==> src/rtl/div_operand_sequencer.sv <==
// Front end for the fixed-point divider: queues operand pairs, runs one divide at a time
// through the ld/start handshake, and returns results on a valid/ready port.
module div_operand_sequencer #(
    parameter int W       = 10,
    parameter int DEPTH   = 4,
    parameter int TIMEOUT = 64
) (
    input  logic                     clk,
    input  logic                     rst,
    input  logic                     in_valid,
    output logic                     in_ready,
    input  logic [W-1:0]             in_a,
    input  logic [W-1:0]             in_b,
    output logic [W-1:0]             div_a,
    output logic [W-1:0]             div_b,
    output logic                     div_ld_a,
    output logic                     div_ld_b,
    output logic                     div_start,
    input  logic                     div_done,
    input  logic [W-1:0]             div_q,
    input  logic                     div_ov,
    output logic                     out_valid,
    input  logic                     out_ready,
    output logic [W-1:0]             out_q,
    output logic                     out_ov,
    output logic                     out_err,
    output logic                     busy,
    output logic [$clog2(DEPTH):0]   fifo_count
);

    localparam int AW = $clog2(DEPTH);
    localparam int TW = $clog2(TIMEOUT);

    typedef enum logic [2:0] {S_IDLE, S_LOAD, S_START, S_WAIT, S_OUT} state_t;

    state_t          r_state;
    state_t          w_next;
    logic [W-1:0]    r_mem_a [DEPTH];
    logic [W-1:0]    r_mem_b [DEPTH];
    logic [AW-1:0]   r_wr_ptr;
    logic [AW-1:0]   r_rd_ptr;
    logic [AW:0]     r_count;
    logic [TW-1:0]   r_timer;
    logic            w_full;
    logic            w_push;
    logic            w_pop;
    logic            w_head_zero;
    logic            w_timeout;

    assign w_full      = (r_count == (AW+1)'(DEPTH));
    assign w_push      = in_valid && !w_full;
    assign w_pop       = (r_state == S_IDLE) && (r_count != '0);
    assign w_head_zero = (r_mem_b[r_rd_ptr] == '0);
    assign w_timeout   = (r_timer == TW'(TIMEOUT - 1));

    assign in_ready   = !w_full;
    assign fifo_count = r_count;
    assign busy       = (r_state != S_IDLE) || (r_count != '0);

    always_ff @(posedge clk) begin
        if (w_push) begin
            r_mem_a[r_wr_ptr] <= in_a;
            r_mem_b[r_wr_ptr] <= in_b;
        end
    end

    always_ff @(posedge clk) begin
        if (rst) begin
            r_wr_ptr <= '0;
            r_rd_ptr <= '0;
            r_count  <= '0;
        end else begin
            if (w_push) r_wr_ptr <= r_wr_ptr + AW'(1);
            if (w_pop)  r_rd_ptr <= r_rd_ptr + AW'(1);
            case ({w_push, w_pop})
                2'b10:   r_count <= r_count + (AW+1)'(1);
                2'b01:   r_count <= r_count - (AW+1)'(1);
                default: r_count <= r_count;
            endcase
        end
    end

    always_ff @(posedge clk) begin
        if (rst) r_state <= S_IDLE;
        else     r_state <= w_next;
    end

    always_comb begin
        w_next    = r_state;
        div_ld_a  = 1'b0;
        div_ld_b  = 1'b0;
        div_start = 1'b0;
        out_valid = 1'b0;
        case (r_state)
            S_IDLE: begin
                if (w_pop) w_next = w_head_zero ? S_OUT : S_LOAD;
            end
            S_LOAD: begin
                div_ld_a = 1'b1;
                div_ld_b = 1'b1;
                w_next   = S_START;
            end
            S_START: begin
                div_start = 1'b1;
                w_next    = S_WAIT;
            end
            S_WAIT: begin
                if (div_done || w_timeout) w_next = S_OUT;
            end
            S_OUT: begin
                out_valid = 1'b1;
                if (out_ready) w_next = S_IDLE;
            end
            default: w_next = S_IDLE;
        endcase
    end

    // Operand and result registers only move on state transitions, so they hold steady
    // across LOAD..WAIT and for the whole OUT handshake.
    always_ff @(posedge clk) begin
        if (rst) begin
            div_a   <= '0;
            div_b   <= '0;
            out_q   <= '0;
            out_ov  <= 1'b0;
            out_err <= 1'b0;
            r_timer <= '0;
        end else begin
            case (r_state)
                S_IDLE: begin
                    if (w_pop) begin
                        div_a <= r_mem_a[r_rd_ptr];
                        div_b <= r_mem_b[r_rd_ptr];
                        if (w_head_zero) begin
                            out_q   <= '1;
                            out_ov  <= 1'b1;
                            out_err <= 1'b0;
                        end
                    end
                end
                S_START: r_timer <= '0;
                S_WAIT: begin
                    if (div_done) begin
                        out_q   <= div_q;
                        out_ov  <= div_ov;
                        out_err <= 1'b0;
                    end else if (w_timeout) begin
                        out_q   <= '0;
                        out_ov  <= 1'b1;
                        out_err <= 1'b1;
                    end else begin
                        r_timer <= r_timer + TW'(1);
                    end
                end
                default: ;
            endcase
        end
    end

endmodule
==> config.mk <==
export PLATFORM = sky130hd
export DESIGN_NAME = div_operand_sequencer
export DESIGN_NICKNAME = d
export VERILOG_FILES = /design/src/rtl/div_operand_sequencer.sv
export SDC_FILE = /design/constraint.sdc
export NUM_CORES = 1
export LEC_CHECK = 0
export CAP_MARGIN = 20
export CELL_PAD_IN_SITES_DETAIL_PLACEMENT = 1
export CELL_PAD_IN_SITES_GLOBAL_PLACEMENT = 1
export CORE_MARGIN = 2
export CORE_UTILIZATION = 40
export CTS_CLUSTER_DIAMETER = 30
export DETAILED_ROUTE_END_ITERATION = 8
export PLACE_DENSITY = 0.71
export SYNTH_ARGS = -nofsm -noshare
export SYNTH_HDL_FRONTEND = slang
export SYNTH_SLANG_ARGS = --single-unit
==> constraint.sdc <==
create_clock -name clk -period 4.2 [get_ports clk]
set_input_delay 0.63 -clock clk [delete_from_list [all_inputs] [get_ports clk]]
set_output_delay 0.63 -clock clk [all_outputs]
set_load 0.02 [all_outputs]
==> impl_metrics.json <==
{
  "die_h_um": 116,
  "setup_violations": 0,
  "ios": 77,
  "period_minus_slack_ns": 2.93,
  "diodes": 0,
  "worstHoldPathType": "flop to flop",
  "dpl.cell_count": 579,
  "tightest_slew_ns": 0.928,
  "yosys_register_bits": 130,
  "gp_congestion": 0.812,
  "yosysWarnings": 0,
  "drtIter0Drc": 177,
  "async_reset_ff_frac": 0,
  "fin_crit_sh": 0.698,
  "num_vias": 3123,
  "grt_max_degree": 49,
  "peakVddDrop_mv": 0.341,
  "worstPathArrival_ns": 3.25,
  "grt_pass1_wl_mm": 17.6,
  "die_area_um2": 13400,
  "hold_depth": 2,
  "instances_no_fill": 615,
  "holdPathEnd": "div_a[5]",
  "clk_pin_slew_ns": 0.05,
  "fmax_mhz": 341,
  "rsz0062_at_grt": "no",
  "chipWidth_um": 116,
  "ys_seq_area_frac": 0.683,
  "vias_per_cell": 5.08,
  "p_leak_uw": 0.00218,
  "cts.sinks": 130,
  "r2r_cells": 5,
  "rrSetupSlack_ns": 1.27,
  "holdCritStartpoint": "div_a[5]",
  "syn-instance-count": 351,
  "first_global_vias": 3376,
  "maxCapViolations": 0,
  "core-area_um2": 12100,
  "status": "finished clean",
  "gr-usage-all-layers": 0.181,
  "synthesis.nets": 394,
  "clock_latency_ns": 0.42,
  "finalHoldViolations": 0,
  "cts-root-buf": "clkbuf_16",
  "crit_required_ns": 4.52,
  "remaining_drc_errors": 0,
  "cts-resized-gates": 0,
  "cts_setup_buffers": 0,
  "cts-hold-fix-buffers": 0,
  "htreeDepth": 4,
  "r2r-end": "out_ov",
  "synthToLayoutAreaGrowth_pct": 31.4,
  "numPortBuffers": 76,
  "wirelength_mm": 11.1,
  "path_class": "flop to flop",
  "synth.distinct_cells": 43,
  "ant_nets": 0,
  "drt-pass1-iter-count": 4,
  "dominantRegCellSynth": "edfxtp_1",
  "cts_buffers": 17,
  "netlist_area_um2": 4980,
  "drive_above_1_share": 0.134,
  "antenna_found_initial": 0,
  "cts_tree": "built",
  "avgSynthCellArea_um2": 14.2,
  "nNetsFinal": 477,
  "slew_violations": 0,
  "dp_hpwl_mm": 7.29,
  "max-slew-margin-rel": 0.381,
  "end_kind": "flop",
  "start_util": 0.413,
  "cp-start-kind": "flop",
  "fill_cells": 1172,
  "rows": 40,
  "clk_path_buf_depth": 2,
  "tns_ns": 0,
  "cp_max_fo": 10,
  "synth_edf_count": 80,
  "grt_overflow": 0,
  "fin_worst_skew_ns": 0.00647,
  "post_drt_wl_per_cell_um": 18.0,
  "cellPowerDensity_nw_per_um2": 651
}
==> cells by family (layout without fill, tap and decap cells) <==
family	count (synthesis)	in the layout	synth area share
buf+inv	28	124	0.0234
flops	130	130	0.683
simple gates	95	95	0.0902
xor+xnor	7	7	0.0123
fa+ha+maj	7	7	0.0191
compound gates	62	62	0.0771
mux	22	22	0.0945
==> per-layer routing <==
metal / up-vias / GRT usage / wire, um
met2: 86 / 0.302 / 5490
met5: - / 0 / 0
met3: 14 / 0.0737 / 620
met4: 0 / 0.0586 / 156
li1: 1477 / - / -
met1: 1546 / 0.215 / 4810
==> cells in the mapped netlist (all sizes together) (3+ instances only) <==
| library cell | n | area [um^2] |
|---|---|---|
| o31ai | 3 | 22.5 |
| buf | 4 | 26.3 |
| nand2 | 48 | 180 |
| a22oi | 11 | 82.6 |
| and2 | 4 | 25.0 |
| and3 | 5 | 31.3 |
| mux4 | 20 | 450 |
| nand3 | 3 | 15.0 |
| a21oi | 37 | 185 |
| nor2 | 16 | 60.1 |
| clkbuf | 13 | 48.8 |
| ha | 6 | 75.1 |
| dfxtp | 50 | 1000 |
| xor2 | 3 | 26.3 |
| inv | 11 | 41.3 |
| edfxtp | 80 | 2400 |
| nand2b | 4 | 25.0 |
| xnor2 | 4 | 35.0 |
==> worst max-delay path, cell delays in order, from the launching register on <==
cell and delay, ns:
dfxtp_1 0.74, mux4_2 0.62, nor4_2 0.44, nand3_1 0.25, a2111o_1 0.51, a221oi_2 0.27
==> area by class of cell <==
cell class                 count  area [um^2]  share of cell area
sequential                   130         3400               0.520
multi-input combinational    193         1460               0.223
timing repair buffer          81          861               0.132
clock buffer                  23          458              0.0700
tap                          168          210              0.0321
clock inverter                 9          108              0.0164
inverter                      11         41.3             0.00631
==> power breakdown <==
part	switching [uW]	internal, uW	leakage, uW
Sequential	147	1570	0.00114
Clock	514	887	0.000272
Combinational	625	516	0.000765
Total	1290	2980	0.00218
==> registers in the layout, summed over array words and instances, names as in the netlist, named ones only <==
signal,cells
r_mem_b,40
out_q,10
div_b,10
r_timer,6
out_err,1
r_mem_a,40
out_ov,1
r_wr_ptr,2
fifo_count,3
div_a,10
r_rd_ptr,2
r_state,3
==> placed cells by master, fill, tap and decap left out, types with 3 or more instances in the layout <==
cell | netlist | final
a21oi_1 | 37 | 37
a22oi_1 | 11 | 11
and2_1 | 4 | 4
and3_1 | 5 | 5
buf_16 | 0 | 3
clkbuf_1 | 13 | 5
clkbuf_16 | 0 | 17
clkdlybuf4s50_1 | 0 | 75
clkinv_2 | 0 | 3
dfxtp_1 | 50 | 50
edfxtp_1 | 80 | 80
ha_1 | 6 | 6
inv_1 | 9 | 9
mux4_2 | 20 | 20
nand2_1 | 48 | 48
nand2b_1 | 4 | 4
nand3_1 | 3 | 3
nor2_1 | 16 | 16
o31ai_1 | 3 | 3
xnor2_1 | 4 | 4
xor2_1 | 3 | 3
==> worst max path at each step <==
| stage | end | slack (ns) | cells after the start |
|---|---|---|---|
| 3_3_place_gp | out_ov | 1.47 | 5 |
| 2_1_floorplan | fifo_count[2] | 1.73 | 11 |
| 5_1_grt | out_ov | 1.13 | 5 |
| 6_report | out_ov | 1.27 | 5 |
| 3_5_place_dp | out_ov | 1.33 | 5 |
| 4_1_cts | out_ov | 1.28 | 5 |
==> metrics by stage <==
| step | setup slack [ns] | util | total power, uW | hold WS, ns | area [um^2] |
|---|---|---|---|---|---|
| after global placement | 1.47 | 0.487 | 2820 | 0.441 | 5880 |
| after floorplan | 1.73 | - | 2400 | 0.458 | 4980 |
| final | 1.27 | 0.542 | 4260 | 0.460 | 6540 |
| after CTS | 1.28 | 0.534 | 4280 | 0.464 | 6440 |
| after global routing | 1.13 | 0.542 | 4490 | 0.478 | 6540 |
| after detailed placement | 1.33 | 0.487 | 2870 | 0.453 | 5880 |
No activity file was read; power rests on OpenSTA's default activity.
